--- src/rtl/obstacle_scheduler.sv ---
// obstacle_scheduler
//   Rotates through NUM_OBSTACLES obstacle slots. Each obstacle is live for
//   ACTIVE_FRAMES frame ticks (or until obstacle_done), followed by
//   GAP_FRAMES blank ticks, after which the next slot is selected.
//
// Ports
//   pclk            pixel clock, all logic on rising edge
//   rst             asynchronous active-high reset
//   vsync_in        vertical sync; a registered rising edge is the frame tick
//   play_selected   level, game screen active
//   game_over       level, player lost (freezes into STOPPED)
//   menu_on         level, leaves STOPPED back to IDLE
//   obstacle_done   1-cycle pulse, ends the live obstacle early
//   obstacle_select registered obstacle mux select
//   obstacle_active registered, high while the selected obstacle is live
//   obstacle_start  registered 1-cycle pulse on each obstacle activation
//   round_count     registered count of completed rotations, saturating

module obstacle_scheduler #(
    parameter int NUM_OBSTACLES = 2,
    parameter int ACTIVE_FRAMES = 600,
    parameter int GAP_FRAMES    = 60
) (
    input  logic       pclk,
    input  logic       rst,
    input  logic       vsync_in,
    input  logic       play_selected,
    input  logic       game_over,
    input  logic       menu_on,
    input  logic       obstacle_done,
    output logic [3:0] obstacle_select,
    output logic       obstacle_active,
    output logic       obstacle_start,
    output logic [7:0] round_count
);

    localparam logic [11:0] ACT_LAST = 12'(ACTIVE_FRAMES - 1);
    localparam logic [11:0] GAP_LAST = 12'(GAP_FRAMES - 1);
    localparam logic [3:0]  SEL_LAST = 4'(NUM_OBSTACLES - 1);

    typedef enum logic [2:0] {IDLE, ARM, ACTIVE, GAP, STOPPED} state_t;

    state_t      state, state_nx;
    logic        vsync_prev;
    logic        frame_tick;
    logic [11:0] frame_cnt, frame_cnt_nx;
    logic [3:0]  sel_nx;
    logic [7:0]  round_nx;
    logic        start_nx;

    // Frame tick is registered: it is high for the cycle following the
    // edge at which vsync_in was first sampled high.
    always_ff @(posedge pclk or posedge rst) begin
        if (rst) begin
            vsync_prev <= 1'b0;
            frame_tick <= 1'b0;
        end else begin
            vsync_prev <= vsync_in;
            frame_tick <= vsync_in & ~vsync_prev;
        end
    end

    always_ff @(posedge pclk or posedge rst) begin
        if (rst) begin
            state           <= IDLE;
            frame_cnt       <= '0;
            obstacle_select <= '0;
            round_count     <= '0;
            obstacle_active <= 1'b0;
            obstacle_start  <= 1'b0;
        end else begin
            state           <= state_nx;
            frame_cnt       <= frame_cnt_nx;
            obstacle_select <= sel_nx;
            round_count     <= round_nx;
            obstacle_active <= (state_nx == ACTIVE);
            obstacle_start  <= start_nx;
        end
    end

    always_comb begin
        state_nx     = state;
        frame_cnt_nx = frame_cnt;
        sel_nx       = obstacle_select;
        round_nx     = round_count;
        start_nx     = 1'b0;

        case (state)
            IDLE: begin
                if (play_selected && !game_over)
                    state_nx = ARM;
            end

            ARM, ACTIVE, GAP: begin
                // Priority: game_over, then play drop, then done, then tick.
                if (game_over) begin
                    state_nx = STOPPED;
                end else if (!play_selected) begin
                    state_nx     = IDLE;
                    frame_cnt_nx = '0;
                    sel_nx       = '0;
                    round_nx     = '0;
                end else if (state == ARM) begin
                    if (frame_tick) begin
                        state_nx     = ACTIVE;
                        frame_cnt_nx = '0;
                        start_nx     = 1'b1;
                    end
                end else if (state == ACTIVE) begin
                    // done wins over a coincident final tick: one GAP entry.
                    if (obstacle_done) begin
                        state_nx     = GAP;
                        frame_cnt_nx = '0;
                    end else if (frame_tick) begin
                        if (frame_cnt == ACT_LAST) begin
                            state_nx     = GAP;
                            frame_cnt_nx = '0;
                        end else begin
                            frame_cnt_nx = frame_cnt + 12'd1;
                        end
                    end
                end else begin
                    if (frame_tick) begin
                        if (frame_cnt == GAP_LAST) begin
                            state_nx     = ACTIVE;
                            frame_cnt_nx = '0;
                            start_nx     = 1'b1;
                            if (obstacle_select == SEL_LAST) begin
                                sel_nx = '0;
                                if (round_count != 8'hFF)
                                    round_nx = round_count + 8'd1;
                            end else begin
                                sel_nx = obstacle_select + 4'd1;
                            end
                        end else begin
                            frame_cnt_nx = frame_cnt + 12'd1;
                        end
                    end
                end
            end

            STOPPED: begin
                if (menu_on) begin
                    state_nx     = IDLE;
                    frame_cnt_nx = '0;
                    sel_nx       = '0;
                    round_nx     = '0;
                end
            end

            default: begin
                state_nx     = IDLE;
                frame_cnt_nx = '0;
                sel_nx       = '0;
                round_nx     = '0;
            end
        endcase
    end

endmodule

--- config.mk ---
export PLATFORM = sky130hd
export DESIGN_NAME = obstacle_scheduler
export DESIGN_NICKNAME = d
export VERILOG_FILES = /design/src/rtl/obstacle_scheduler.sv
export SDC_FILE = /design/constraint.sdc
export NUM_CORES = 1
export LEC_CHECK = 0
export ABC_CLOCK_PERIOD_IN_PS = 2400
export BUFFER_PORTS_ARGS = -buffer_cell sky130_fd_sc_hd__clkbuf_2
export CORE_ASPECT_RATIO = 1.5
export CORE_MARGIN = 2
export CORE_UTILIZATION = 45
export CTS_CLUSTER_DIAMETER = 200
export DETAILED_ROUTE_END_ITERATION = 16
export PLACE_DENSITY = 0.75
export SYNTH_ARGS = -nofsm -noshare
export SYNTH_HDL_FRONTEND = slang
export SYNTH_SLANG_ARGS = --single-unit
export TNS_END_PERCENT = 1
--- constraint.sdc ---
create_clock -name pclk -period 2.4 [get_ports pclk]
set_input_delay 0.48 -clock pclk [delete_from_list [all_inputs] [get_ports pclk]]
set_output_delay 0.48 -clock pclk [all_outputs]
set_load 0.05 [all_outputs]
==> impl_metrics.py <==
metrics = {
    "status": {
        "status": "completed",
    },
    "timing": {
        "max_slew.worst_pin.slew_ns": 0.567,
        "timing.hold.ws_ns": 0.240,
        "slew_headroom": 0.622,
        "finalSetupTns_ns": 0,
        "hold_violations": 0,
        "fin_crit_ns": 2.00,
        "setup_viol": 0,
        "skew_ns": 0.00525,
        "max_freq_ghz": 0.500,
        "slew_violations": 0,
        "grt_setup_unrepaired": "false",
        "post-route-period-util": 0.833,
    },
    "yosys": {
        "synth_warnings": 0,
        "ys.flop_type": "dfrtp_1",
        "ys_seq_area_frac": 0.422,
        "synth_nets": 205,
        "syn_inst": 194,
        "ys_async_sr_fraction": 1.00,
        "synth_seq_cells": 31,
        "synthesis.area_um2": 1840,
        "avgSynthCellArea_um2": 9.47,
        "synth.distinct_cells": 44,
        "synth_edf_count": 0,
    },
    "placement": {
        "placedInstanceArea_um2": 1970,
        "io_buffers": 20,
        "dpl.hpwl_mm": 2.88,
        "place_congestion": 0.822,
    },
    "min_path": {
        "hold_class": "in2async",
    },
    "clock_tree": {
        "postCtsSetupBuffers": 0,
        "clk_pin_slew_ns": 0.06,
        "cts_buffers": 5,
        "postCtsResizedCells": 0,
        "clk_latency_ns": 0.28,
        "cts-htree-levels": 2,
        "cts_hold_buf": 0,
        "clockBufferDepth": 2,
        "cts_tree": "built",
        "numClockSinks": 31,
        "clock-root-buffer": "clkbuf_8",
    },
    "die": {
        "die_y_um": 82.3,
        "initial_core_util": 0.468,
        "dieArea_um2": 4620,
        "die_w_um": 56.2,
        "ioPinCount": 21,
        "coreArea_um2": 3920,
        "rows": 28,
    },
    "setup_path": {
        "cp-end-kind": "flop",
        "crit_fanout": 14,
        "start_kind": "flop",
        "worst_ep_arrival_time_ns": 2.17,
        "setup.worst_path.class": "reg2reg",
        "cp.required_ns": 2.57,
    },
    "grt": {
        "grt_max_degree": 32,
        "grtUsageTotal": 0.183,
        "antenna_found_initial": 0,
        "grt_pass1_wl_mm": 6.64,
        "grt-ovfl-total": 0,
        "grt_pass1_vias": 1454,
    },
    "route": {
        "wl_mm": 3.90,
        "ant_nets": 0,
        "dr.first_iter.drc_count": 69,
        "vias_per_cell": 6.15,
        "wl_per_cell_um": 14.9,
        "drt-pass1-iter-count": 4,
        "via_count": 1611,
        "drc": 0,
    },
    "cells_and_area": {
        "layout_commonest_cell": "dfrtp_1",
        "fin_area_um2": 2070,
        "area_delta_synth_final_pct": 12.6,
        "drive_gt1_frac": 0.189,
        "nNetsFinal": 227,
        "fillers": 375,
        "antenna_cells": 0,
        "final_cell_mix": "31 x dfrtp_1, 26 x o21ai_0, 20 x clkbuf_2, 15 x o31ai_1, 13 x and3_1",
    },
    "power": {
        "p_leak_uw": 0.000914,
        "power_density_nw_per_um2": 508,
        "p_total_uw": 1050,
        "irDropWorstVdd_mv": 0.295,
    },
    "run": {
        "drv_cap": 0,
    },
}
## routing by layer
metal  global-route usage  up-vias  wire length [µm]  part of all wire
met5                    0        -                 0                 0
met1                0.204      792              1620              0.42
met2                0.335       24              2090              0.54
met3               0.0327       11                97             0.025
met4               0.0929        0                93             0.024
li1                     -      784                 -                 -
## metrics by stage
stage          setup WS, ns  instances  utilization
2_1_floorplan         0.315        194            -
3_3_place_gp          0.438        254        0.502
3_5_place_dp          0.412        254        0.502
4_1_cts               0.407        262        0.527
5_1_grt               0.289        262        0.527
6_report              0.402        262        0.527
## Yosys cell counts, types with 5 or more instances
| library cell | instances | area share |
|---|---|---|
| nor2_1 | 7 | 0.014 |
| and4_1 | 5 | 0.024 |
| nand2b_1 | 9 | 0.031 |
| o31ai_1 | 15 | 0.061 |
| buf_2 | 5 | 0.014 |
| o21ai_0 | 26 | 0.071 |
| nand2_1 | 11 | 0.022 |
| and3_1 | 13 | 0.044 |
| dfrtp_1 | 31 | 0.42 |
| nand3_1 | 10 | 0.027 |
| a21oi_1 | 5 | 0.014 |
## state kept, by name, summed over array words and instances (netlist names)
| register | count |
|---|---|
| frame_cnt | 12 |
| frame_tick | 1 |
| obstacle_active | 1 |
| obstacle_select | 4 |
| obstacle_start | 1 |
| round_count | 8 |
| state | 3 |
| vsync_prev | 1 |
## cell families (layout without fill, tap and decap cells)
kind of cell,count (synthesis),in the layout,synth area share
fa+ha+maj,4,4,0.0272
flops,31,31,0.422
simple gates,82,82,0.283
compound gates,66,66,0.238
buf+inv,11,34,0.0299
## layout make-up
cell class / count / area [µm²] / share of cell area
well taps: 45 / 56.3 / 0.0272
repair buffers: 22 / 115 / 0.0556
inverters: 4 / 15.0 / 0.00726
clock buffers: 8 / 100 / 0.0484
multi-input cells: 152 / 1010 / 0.487
flip-flops and latches: 31 / 776 / 0.375
## critical path, cell delays in order, from the launching register on
cell     delay (ns)
dfrtp_1        0.41
ha_1           0.29
and3b_1        0.20
and4_1         0.23
a21oi_2        0.47
o21ai_0        0.17
o31ai_1        0.11
## where the power goes
group	switching (µW)	internal [µW]
logic	46.2	26.8
registers	8.56	528
clock network	181	261
## worst paths after layout
check,start,to,slack [ns],depth (start not counted)
hold reg to reg,vsync_prev$_DFF_PP0_,frame_tick$_DFF_PP0_,0.41,1
setup reg to reg,frame_cnt[0]$_DFFE_PP0P_,obstacle_select[2]$_DFFE_PP0P_,0.40,6
hold / removal,rst,obstacle_select[3]$_DFFE_PP0P_,0.24,3
max in group asynchronous,rst,round_count[1]$_DFFE_PP0P_,1.87,3
setup / recovery,frame_cnt[0]$_DFFE_PP0P_,obstacle_select[2]$_DFFE_PP0P_,0.40,6
min in group pclk,vsync_in,vsync_prev$_DFF_PP0_,0.32,1
Power figures use the tool's default switching activity.
